[src/rtl/sonar_varredura_uc_pkg.sv]
// rtl/sonar_varredura_uc_pkg.sv - shared state encoding, mode constants and width helper
package sonar_varredura_uc_pkg;

  typedef enum logic [3:0] {
    INICIAL        = 4'd0,
    POSICIONA      = 4'd1,
    MEDE           = 4'd2,
    AGUARDA_SENSOR = 4'd3,
    TRANSMITE      = 4'd4,
    AGUARDA_SERIAL = 4'd5,
    PROX_CARACTERE = 4'd6,
    PROX_CANAL     = 4'd7,
    PROX_POSICAO   = 4'd8,
    FIM            = 4'd9
  } estado_t;

  localparam logic [1:0] MODO_PINGPONG = 2'b00;
  localparam logic [1:0] MODO_WRAP     = 2'b01;
  localparam logic [1:0] MODO_UNICA    = 2'b10;
  localparam logic [1:0] MODO_FIXA     = 2'b11;

  // Index width for n items, never narrower than one bit.
  function automatic int largura(input int n);
    return (n > 1) ? $clog2(n) : 1;
  endfunction

endpackage

[src/rtl/sonar_varredura_uc_if.sv]
// rtl/sonar_varredura_uc_if.sv - control/status bundle between sequencer and sonar datapath
interface sonar_varredura_uc_if
  import sonar_varredura_uc_pkg::*;
#(
  parameter int N_CANAIS     = 2,
  parameter int N_POSICOES   = 8,
  parameter int N_CARACTERES = 8
);
  localparam int W_CAN = largura(N_CANAIS);
  localparam int W_POS = largura(N_POSICOES);
  localparam int W_CAR = largura(N_CARACTERES);

  logic                ligar;
  logic [1:0]          modo;
  logic [W_POS-1:0]    posicao_fixa;
  logic [N_CANAIS-1:0] sensor_pronto;
  logic                serial_pronto;
  logic [N_CANAIS-1:0] medir;
  logic                transmissao;
  logic [W_CAN-1:0]    sel_canal;
  logic [W_POS-1:0]    sel_posicao;
  logic [W_CAR-1:0]    sel_caractere;
  logic                fim_posicao;
  logic [N_CANAIS-1:0] erro_timeout;
  logic                ocupado;
  logic [3:0]          db_estado;

  modport master (
    input  ligar, modo, posicao_fixa, sensor_pronto, serial_pronto,
    output medir, transmissao, sel_canal, sel_posicao, sel_caractere,
           fim_posicao, erro_timeout, ocupado, db_estado
  );

  modport slave (
    output ligar, modo, posicao_fixa, sensor_pronto, serial_pronto,
    input  medir, transmissao, sel_canal, sel_posicao, sel_caractere,
           fim_posicao, erro_timeout, ocupado, db_estado
  );

endinterface

[src/rtl/sonar_varredura_uc_contador.sv]
// rtl/sonar_varredura_uc_contador.sv - modulo-MODULO cycle counter, fim flags the last count
module contador_m
  import sonar_varredura_uc_pkg::*;
#(
  parameter int MODULO = 4
) (
  input  logic clock,
  input  logic reset,
  input  logic zera,
  input  logic conta,
  output logic fim
);
  localparam int            W      = largura(MODULO);
  localparam logic [W-1:0]  ULTIMO = W'(MODULO - 1);

  logic [W-1:0] cont_q, cont_d;

  always_comb begin
    cont_d = cont_q;
    if (zera)
      cont_d = '0;
    else if (conta)
      cont_d = (cont_q == ULTIMO) ? '0 : cont_q + W'(1);
  end

  always_ff @(posedge clock or negedge reset) begin
    if (!reset) cont_q <= '0;
    else        cont_q <= cont_d;
  end

  assign fim = (cont_q == ULTIMO);

endmodule

[src/rtl/sonar_varredura_uc.sv]
// rtl/sonar_varredura_uc.sv - sonar sweep sequencer: position, per-channel measure, per-char serial send
module sonar_varredura_uc
  import sonar_varredura_uc_pkg::*;
#(
  parameter int N_CANAIS     = 2,
  parameter int N_POSICOES   = 8,
  parameter int N_CARACTERES = 8,
  parameter int T_ESPERA     = 50000000,
  parameter int T_TIMEOUT    = 2500000
) (
  input  logic                   clock,
  input  logic                   reset,
  sonar_varredura_uc_if.master   bus
);
  localparam int W_CAN = largura(N_CANAIS);
  localparam int W_POS = largura(N_POSICOES);
  localparam int W_CAR = largura(N_CARACTERES);

  localparam logic [W_CAN-1:0] ULT_CANAL = W_CAN'(N_CANAIS - 1);
  localparam logic [W_POS-1:0] ULT_POS   = W_POS'(N_POSICOES - 1);
  localparam logic [W_CAR-1:0] ULT_CAR   = W_CAR'(N_CARACTERES - 1);

  estado_t             estado_q, estado_d;
  logic [1:0]          modo_q, modo_d;
  logic                desce_q, desce_d;
  logic [W_CAN-1:0]    canal_q, canal_d;
  logic [W_POS-1:0]    pos_q, pos_d;
  logic [W_CAR-1:0]    car_q, car_d;
  logic [N_CANAIS-1:0] erro_q, erro_d;
  logic [N_CANAIS-1:0] medir_q, medir_d;
  logic                transm_q, transm_d;
  logic                fim_pos_q, fim_pos_d;
  logic                ocupado_q, ocupado_d;

  logic             espera_zera, espera_conta, espera_fim;
  logic             timeout_zera, timeout_conta, timeout_fim;
  logic [W_POS-1:0] fixa_lim;

  assign espera_conta  = (estado_q == POSICIONA);
  assign espera_zera   = !espera_conta;
  assign timeout_conta = (estado_q == AGUARDA_SENSOR);
  assign timeout_zera  = !timeout_conta;

  contador_m #(.MODULO(T_ESPERA)) u_espera (
    .clock (clock),
    .reset (reset),
    .zera  (espera_zera),
    .conta (espera_conta),
    .fim   (espera_fim)
  );

  contador_m #(.MODULO(T_TIMEOUT)) u_timeout (
    .clock (clock),
    .reset (reset),
    .zera  (timeout_zera),
    .conta (timeout_conta),
    .fim   (timeout_fim)
  );

  // Out-of-range fixed positions are clamped so the servo index stays valid.
  assign fixa_lim = (int'(bus.posicao_fixa) >= N_POSICOES) ? ULT_POS : bus.posicao_fixa;

  always_comb begin
    estado_d = estado_q;
    modo_d   = modo_q;
    desce_d  = desce_q;
    canal_d  = canal_q;
    pos_d    = pos_q;
    car_d    = car_q;
    erro_d   = erro_q;
    case (estado_q)
      INICIAL: begin
        if (bus.ligar) begin
          modo_d   = bus.modo;
          erro_d   = '0;
          canal_d  = '0;
          car_d    = '0;
          desce_d  = 1'b0;
          pos_d    = (bus.modo == MODO_FIXA) ? fixa_lim : '0;
          estado_d = POSICIONA;
        end
      end
      POSICIONA: if (espera_fim) estado_d = MEDE;
      MEDE:      estado_d = AGUARDA_SENSOR;
      AGUARDA_SENSOR: begin
        if (bus.sensor_pronto[canal_q]) begin
          estado_d = TRANSMITE;
        end else if (timeout_fim) begin
          erro_d[canal_q] = 1'b1;
          estado_d        = TRANSMITE;
        end
      end
      TRANSMITE:      estado_d = AGUARDA_SERIAL;
      AGUARDA_SERIAL: if (bus.serial_pronto) estado_d = PROX_CARACTERE;
      PROX_CARACTERE: begin
        if (car_q != ULT_CAR) begin
          car_d    = car_q + W_CAR'(1);
          estado_d = TRANSMITE;
        end else begin
          car_d    = '0;
          estado_d = PROX_CANAL;
        end
      end
      PROX_CANAL: begin
        if (canal_q != ULT_CANAL) begin
          canal_d  = canal_q + W_CAN'(1);
          estado_d = MEDE;
        end else begin
          canal_d  = '0;
          estado_d = PROX_POSICAO;
        end
      end
      PROX_POSICAO: begin
        if (!bus.ligar) begin
          estado_d = INICIAL;
        end else begin
          estado_d = POSICIONA;
          case (modo_q)
            MODO_PINGPONG: begin
              if (!desce_q) begin
                if (pos_q == ULT_POS) begin
                  desce_d = 1'b1;
                  pos_d   = pos_q - W_POS'(1);
                end else begin
                  pos_d   = pos_q + W_POS'(1);
                end
              end else begin
                if (pos_q == '0) begin
                  desce_d = 1'b0;
                  pos_d   = pos_q + W_POS'(1);
                end else begin
                  pos_d   = pos_q - W_POS'(1);
                end
              end
            end
            MODO_WRAP:  pos_d = (pos_q == ULT_POS) ? '0 : pos_q + W_POS'(1);
            MODO_UNICA: begin
              if (pos_q == ULT_POS) estado_d = FIM;
              else                  pos_d    = pos_q + W_POS'(1);
            end
            default:    pos_d = fixa_lim;
          endcase
        end
      end
      FIM:     if (!bus.ligar) estado_d = INICIAL;
      default: estado_d = INICIAL;
    endcase
  end

  // Pulse outputs are derived from the next state so they line up with the state they belong to.
  always_comb begin
    medir_d   = (estado_d == MEDE) ? (N_CANAIS'(1) << canal_d) : '0;
    transm_d  = (estado_d == TRANSMITE);
    fim_pos_d = (estado_d == PROX_POSICAO);
    ocupado_d = (estado_d != INICIAL) && (estado_d != FIM);
  end

  always_ff @(posedge clock or negedge reset) begin
    if (!reset) begin
      estado_q  <= INICIAL;
      modo_q    <= MODO_PINGPONG;
      desce_q   <= 1'b0;
      canal_q   <= '0;
      pos_q     <= '0;
      car_q     <= '0;
      erro_q    <= '0;
      medir_q   <= '0;
      transm_q  <= 1'b0;
      fim_pos_q <= 1'b0;
      ocupado_q <= 1'b0;
    end else begin
      estado_q  <= estado_d;
      modo_q    <= modo_d;
      desce_q   <= desce_d;
      canal_q   <= canal_d;
      pos_q     <= pos_d;
      car_q     <= car_d;
      erro_q    <= erro_d;
      medir_q   <= medir_d;
      transm_q  <= transm_d;
      fim_pos_q <= fim_pos_d;
      ocupado_q <= ocupado_d;
    end
  end

  assign bus.medir         = medir_q;
  assign bus.transmissao   = transm_q;
  assign bus.sel_canal     = canal_q;
  assign bus.sel_posicao   = pos_q;
  assign bus.sel_caractere = car_q;
  assign bus.fim_posicao   = fim_pos_q;
  assign bus.erro_timeout  = erro_q;
  assign bus.ocupado       = ocupado_q;
  assign bus.db_estado     = estado_q;

endmodule
[src/flat_wrapper.sv]
// flat-port wrapper written by rule: the top's interface ports become plain ports
module sonar_varredura_uc_flat import sonar_varredura_uc_pkg::*;
#(
  parameter int N_CANAIS     = 2,
  parameter int N_POSICOES   = 8,
  parameter int N_CARACTERES = 8,
  parameter int T_ESPERA     = 50000000,
  parameter int T_TIMEOUT    = 2500000
)
  (clock, reset, bus_ligar, bus_modo, bus_posicao_fixa, bus_sensor_pronto, bus_serial_pronto, bus_medir, bus_transmissao, bus_sel_canal, bus_sel_posicao, bus_sel_caractere, bus_fim_posicao, bus_erro_timeout, bus_ocupado, bus_db_estado);
  sonar_varredura_uc_if #(.N_CANAIS(N_CANAIS), .N_POSICOES(N_POSICOES), .N_CARACTERES(N_CARACTERES)) bus_i ();
  input  logic clock;
  input  logic reset;
  input wire logic [$bits(bus_i.ligar)-1:0] bus_ligar;
  input wire logic [$bits(bus_i.modo)-1:0] bus_modo;
  input wire logic [$bits(bus_i.posicao_fixa)-1:0] bus_posicao_fixa;
  input wire logic [$bits(bus_i.sensor_pronto)-1:0] bus_sensor_pronto;
  input wire logic [$bits(bus_i.serial_pronto)-1:0] bus_serial_pronto;
  output wire logic [$bits(bus_i.medir)-1:0] bus_medir;
  output wire logic [$bits(bus_i.transmissao)-1:0] bus_transmissao;
  output wire logic [$bits(bus_i.sel_canal)-1:0] bus_sel_canal;
  output wire logic [$bits(bus_i.sel_posicao)-1:0] bus_sel_posicao;
  output wire logic [$bits(bus_i.sel_caractere)-1:0] bus_sel_caractere;
  output wire logic [$bits(bus_i.fim_posicao)-1:0] bus_fim_posicao;
  output wire logic [$bits(bus_i.erro_timeout)-1:0] bus_erro_timeout;
  output wire logic [$bits(bus_i.ocupado)-1:0] bus_ocupado;
  output wire logic [$bits(bus_i.db_estado)-1:0] bus_db_estado;
  assign bus_i.ligar = bus_ligar;
  assign bus_i.modo = bus_modo;
  assign bus_i.posicao_fixa = bus_posicao_fixa;
  assign bus_i.sensor_pronto = bus_sensor_pronto;
  assign bus_i.serial_pronto = bus_serial_pronto;
  assign bus_medir = bus_i.medir;
  assign bus_transmissao = bus_i.transmissao;
  assign bus_sel_canal = bus_i.sel_canal;
  assign bus_sel_posicao = bus_i.sel_posicao;
  assign bus_sel_caractere = bus_i.sel_caractere;
  assign bus_fim_posicao = bus_i.fim_posicao;
  assign bus_erro_timeout = bus_i.erro_timeout;
  assign bus_ocupado = bus_i.ocupado;
  assign bus_db_estado = bus_i.db_estado;
  sonar_varredura_uc #(.N_CANAIS(N_CANAIS), .N_POSICOES(N_POSICOES), .N_CARACTERES(N_CARACTERES), .T_ESPERA(T_ESPERA), .T_TIMEOUT(T_TIMEOUT)) u_core (.clock(clock), .reset(reset), .bus(bus_i));
endmodule
[config.mk]
export PLATFORM = sky130hd
export DESIGN_NAME = sonar_varredura_uc_flat
export DESIGN_NICKNAME = d
export VERILOG_FILES = /design/src/rtl/sonar_varredura_uc_pkg.sv /design/src/rtl/sonar_varredura_uc_if.sv /design/src/rtl/sonar_varredura_uc_contador.sv /design/src/rtl/sonar_varredura_uc.sv /design/src/flat_wrapper.sv
export SDC_FILE = /design/constraint.sdc
export NUM_CORES = 1
export LEC_CHECK = 0
export ABC_CLOCK_PERIOD_IN_PS = 5280
export CORE_MARGIN = 2
export CORE_UTILIZATION = 63
export CTS_BUF_LIST = sky130_fd_sc_hd__clkbuf_16
export CTS_CLUSTER_DIAMETER = 200
export DETAILED_ROUTE_END_ITERATION = 12
export HOLD_SLACK_MARGIN = 0.05
export PLACE_DENSITY = 0.92
export SYNTH_ARGS = -nofsm -noshare
export SYNTH_HDL_FRONTEND = slang
export SYNTH_SLANG_ARGS = --single-unit
[constraint.sdc]
create_clock -name clock -period 5.28 [get_ports clock]
set_clock_uncertainty 0.2 [all_clocks]
set_input_delay 0.792 -clock clock [delete_from_list [all_inputs] [get_ports clock]]
set_output_delay 0.792 -clock clock [all_outputs]
set_load 0.005 [all_outputs]
==> results.md <==
- Status: complete, no violations
- DP HPWL: approximately 5.4 mm
- CP top delay family: simple AND/OR/NAND/NOR gates
- Vias in the first global route: ~3000
- Vias: about 3000
- Net count, final: approximately 430
- CP arrival: between 2 and 3 ns
- Ys flop type: dfrtp_1
- Area growth syn-to-layout: 16.3%
- GR Overflow Total: 0
- Final core occ: about three quarters
- Cell mode on critical path: nand2_1
- Worst Tran Pin Value: about 0.78 ns
- TritonRoute pass-1 iters: 5
- Final WL: 8.08 mm
- Max IR drop VDD: ~0.31 mV
- # IOs: 29
- Clk root buf: clkbuf_16
- Non-filler cells, final: about 500
- 1st-iter DRT viols: approximately 190
- Setup Total Neg Slack: 0 ns
- Required @ worst endpoint: between 5 and 6 ns
- Net count after synthesis: a little over 400
- Yosys reg bits: 69
- Post-DR vias/cell: slightly above 6
- DRC: 0
- Commonest non-fill, non-tap cells in the layout: dfrtp_1, nor2_1, nand2_1, clkdlybuf4s50_1, nand3_1
- Commonest non-fill, non-tap cell in the layout: dfrtp_1
- Total power: about 0.0017 W
- Antenna Nets Post-Route: 0
- Seq/Total Area, Yosys: between 40 and 50%
- Postcts setup bufs: 0
- Synthesized area per cell: about 9.5 um2
- Clock transition at path regs: about 0.060 ns
- Distinct cells, synth: 56
- Max-slew violation count: 0
- Post-CTS sizing: 0
- Clk buf depth: 2
- Final Wtd Congestion: between 0.8 and 0.9
- Slew headroom: between 40% and 50%
- Post-synth EDFFs: 0
- Async set-reset flop share out of synthesis: between 90% and 100%
- FF-to-FF path depth: 5
- Critical Path Max Stage Delay: approximately 0.58 ns
- Largest net degree at the start of global routing: 44
- CTS tree: built
- CTS Hold Bufs: 0
- # clock sinks: 69
- Crit path cell chain: or4b_4 > nor4_4 > nand2_1 > nand2_1 > nor2_1
- Max-cap violation count: 0
- Hold_ws: ~0.27 ns
- Final Setup Violations: 0
- Die ar.: 6470 um2
- Worst hold path type: primary input to async pin
- Die X: around 80 um
- Share of layout cells above drive strength 1: roughly 8.4%
- Die height: 80.5 um
- Final Cycle Share: between 40% and 50%
- Placed insts: about 470
- Gate Count Post-Synth: 386
- Htree depth: 3
- WL/cell: ~16 um
- Port Buf Inserts: 28
- N_diodes: 0
- Rows: 27
- CP max FO: 21
- Critical path capture point type: register
- Buffers & Inverters on Critical Path: 0
- Final Hold Viols: 0
- Mapped cell area: ~3700 um2
- Crit path kind: register to register
- First-pass GRT wire length: between 10 and 15 mm
- Clock latency on the worst-skew pair: about 0.33 ns
- Crit path depth: 5
- Worst setup SP type: register
- FMAX: approximately 0.38 GHz
- Initial antenna violation count: 0
- Total GRT Usage: approximately 28%
- RSZ-0062 raised after global routing: false
- Final Critical Period: roughly 2.6 ns
- CP max-delay cell: or4b_4
- Total CTS buffers: 9
- Starting density of the core: about two thirds
- PD cells: 391 nW/um2
- Core area: about 5600 um2
- Yosys warning total: 0
- Leak: around 1.8 nW
## where the power goes
part / leakage [nW] / total [W] / switching (W) / internal [W]
Sequential: 0.943 / 0.000677 / 0.0000914 / 0.000586
Clock: 0.124 / 0.000550 / 0.000232 / 0.000318
Combinational: 0.707 / 0.000446 / 0.000241 / 0.000205
## cell usage after synthesis, drive strengths merged (3+ instances only)
| cell | count | area, um2 |
|---|---|---|
| nor3 | 8 | 45.0 |
| a31oi | 3 | 18.8 |
| nand3 | 27 | 140 |
| nor4 | 9 | 77.6 |
| clkbuf | 11 | 41.3 |
| inv | 16 | 60.1 |
| a21oi | 9 | 45.0 |
| nor2b | 4 | 25.0 |
| ha | 8 | 100 |
| nor2 | 62 | 233 |
| nor4b | 3 | 26.3 |
| o31ai | 4 | 35.0 |
| and4 | 6 | 56.3 |
| and2 | 4 | 25.0 |
| o21ai | 7 | 35.0 |
| or3 | 3 | 18.8 |
| xor2 | 23 | 201 |
| dfrtp | 69 | 1730 |
| buf | 3 | 17.5 |
| or4b | 4 | 43.8 |
| and3 | 9 | 56.3 |
| nand4 | 11 | 68.8 |
| xnor2 | 22 | 193 |
| nand2b | 5 | 31.3 |
| nand2 | 27 | 101 |
## stage by stage
| step | instance area, um2 | setup slack (ns) |
|---|---|---|
| 2_1_floorplan | 3680 | 3.12 |
| 3_3_place_gp | 4000 | 2.73 |
| 3_5_place_dp | 4000 | 2.67 |
| 4_1_cts | 4280 | 2.63 |
| 5_1_grt | 4280 | 2.48 |
| 6_report | 4280 | 2.64 |
## final cells by class
class / count / area (um2)
clock inverters: 7 / 52.6
repair buffers: 30 / 290
well taps: 72 / 90.1
multi-input cells: 287 / 1840
clock buffers: 9 / 225
flip-flops and latches: 69 / 1730
fillers: 369 / 1290
inverters: 16 / 60.1
## sequential cells by signal, indices dropped and copies added (netlist names)
signal                    count
u_core.bus.db_estado          4
u_core.bus.erro_timeout       2
u_core.bus.fim_posicao        1
u_core.bus.medir              2
u_core.bus.ocupado            1
u_core.bus.sel_canal          1
u_core.bus.sel_caractere      3
u_core.bus.sel_posicao        3
u_core.bus.transmissao        1
u_core.desce_q                1
u_core.modo_q                 2
u_core.u_espera.cont_q       26
u_core.u_timeout.cont_q      22
## routing by layer
| metal | share of wire (%) | track usage (%) | routed length [um] |
|---|---|---|---|
| met1 | 41 | 35.2 | 3350 |
| met2 | 50 | 46.5 | 4060 |
| met3 | 6.0 | 5.73 | 483 |
| met4 | 2.2 | 12.2 | 180 |
| met5 | 0 | 0 | 0 |
## logic make-up (layout without fill, tap and decap cells)
logic type | count (synthesis) | after routing | synth area share, %
buffers and inverters | 30 | 62 | 3.23
AO/OA/AOI/OAI | 36 | 36 | 6.83
flip-flops | 69 | 69 | 46.9
AND/OR/NAND/NOR | 194 | 194 | 28.5
adder cells (fa/ha/maj) | 8 | 8 | 2.72
multiplexers | 4 | 4 | 1.16
XOR/XNOR | 45 | 45 | 10.7
## final timing paths
path	start	end	slack, ns
hold reg to reg	u_core.u_espera.cont_q[0]$_DFF_PN0_	u_core.u_espera.cont_q[0]$_DFF_PN0_	0.31
hold / removal	reset	u_core.u_timeout.cont_q[5]$_DFF_PN0_	0.27
min in group clock	u_core.u_espera.cont_q[0]$_DFF_PN0_	u_core.u_espera.cont_q[0]$_DFF_PN0_	0.31
setup / recovery	u_core.u_timeout.cont_q[9]$_DFF_PN0_	u_core.u_timeout.cont_q[13]$_DFF_PN0_	2.64
max in group asynchronous	reset	u_core.u_timeout.cont_q[7]$_DFF_PN0_	3.63
setup reg to reg	u_core.u_timeout.cont_q[9]$_DFF_PN0_	u_core.u_timeout.cont_q[13]$_DFF_PN0_	2.64
(Power assumes the default switching activity.)
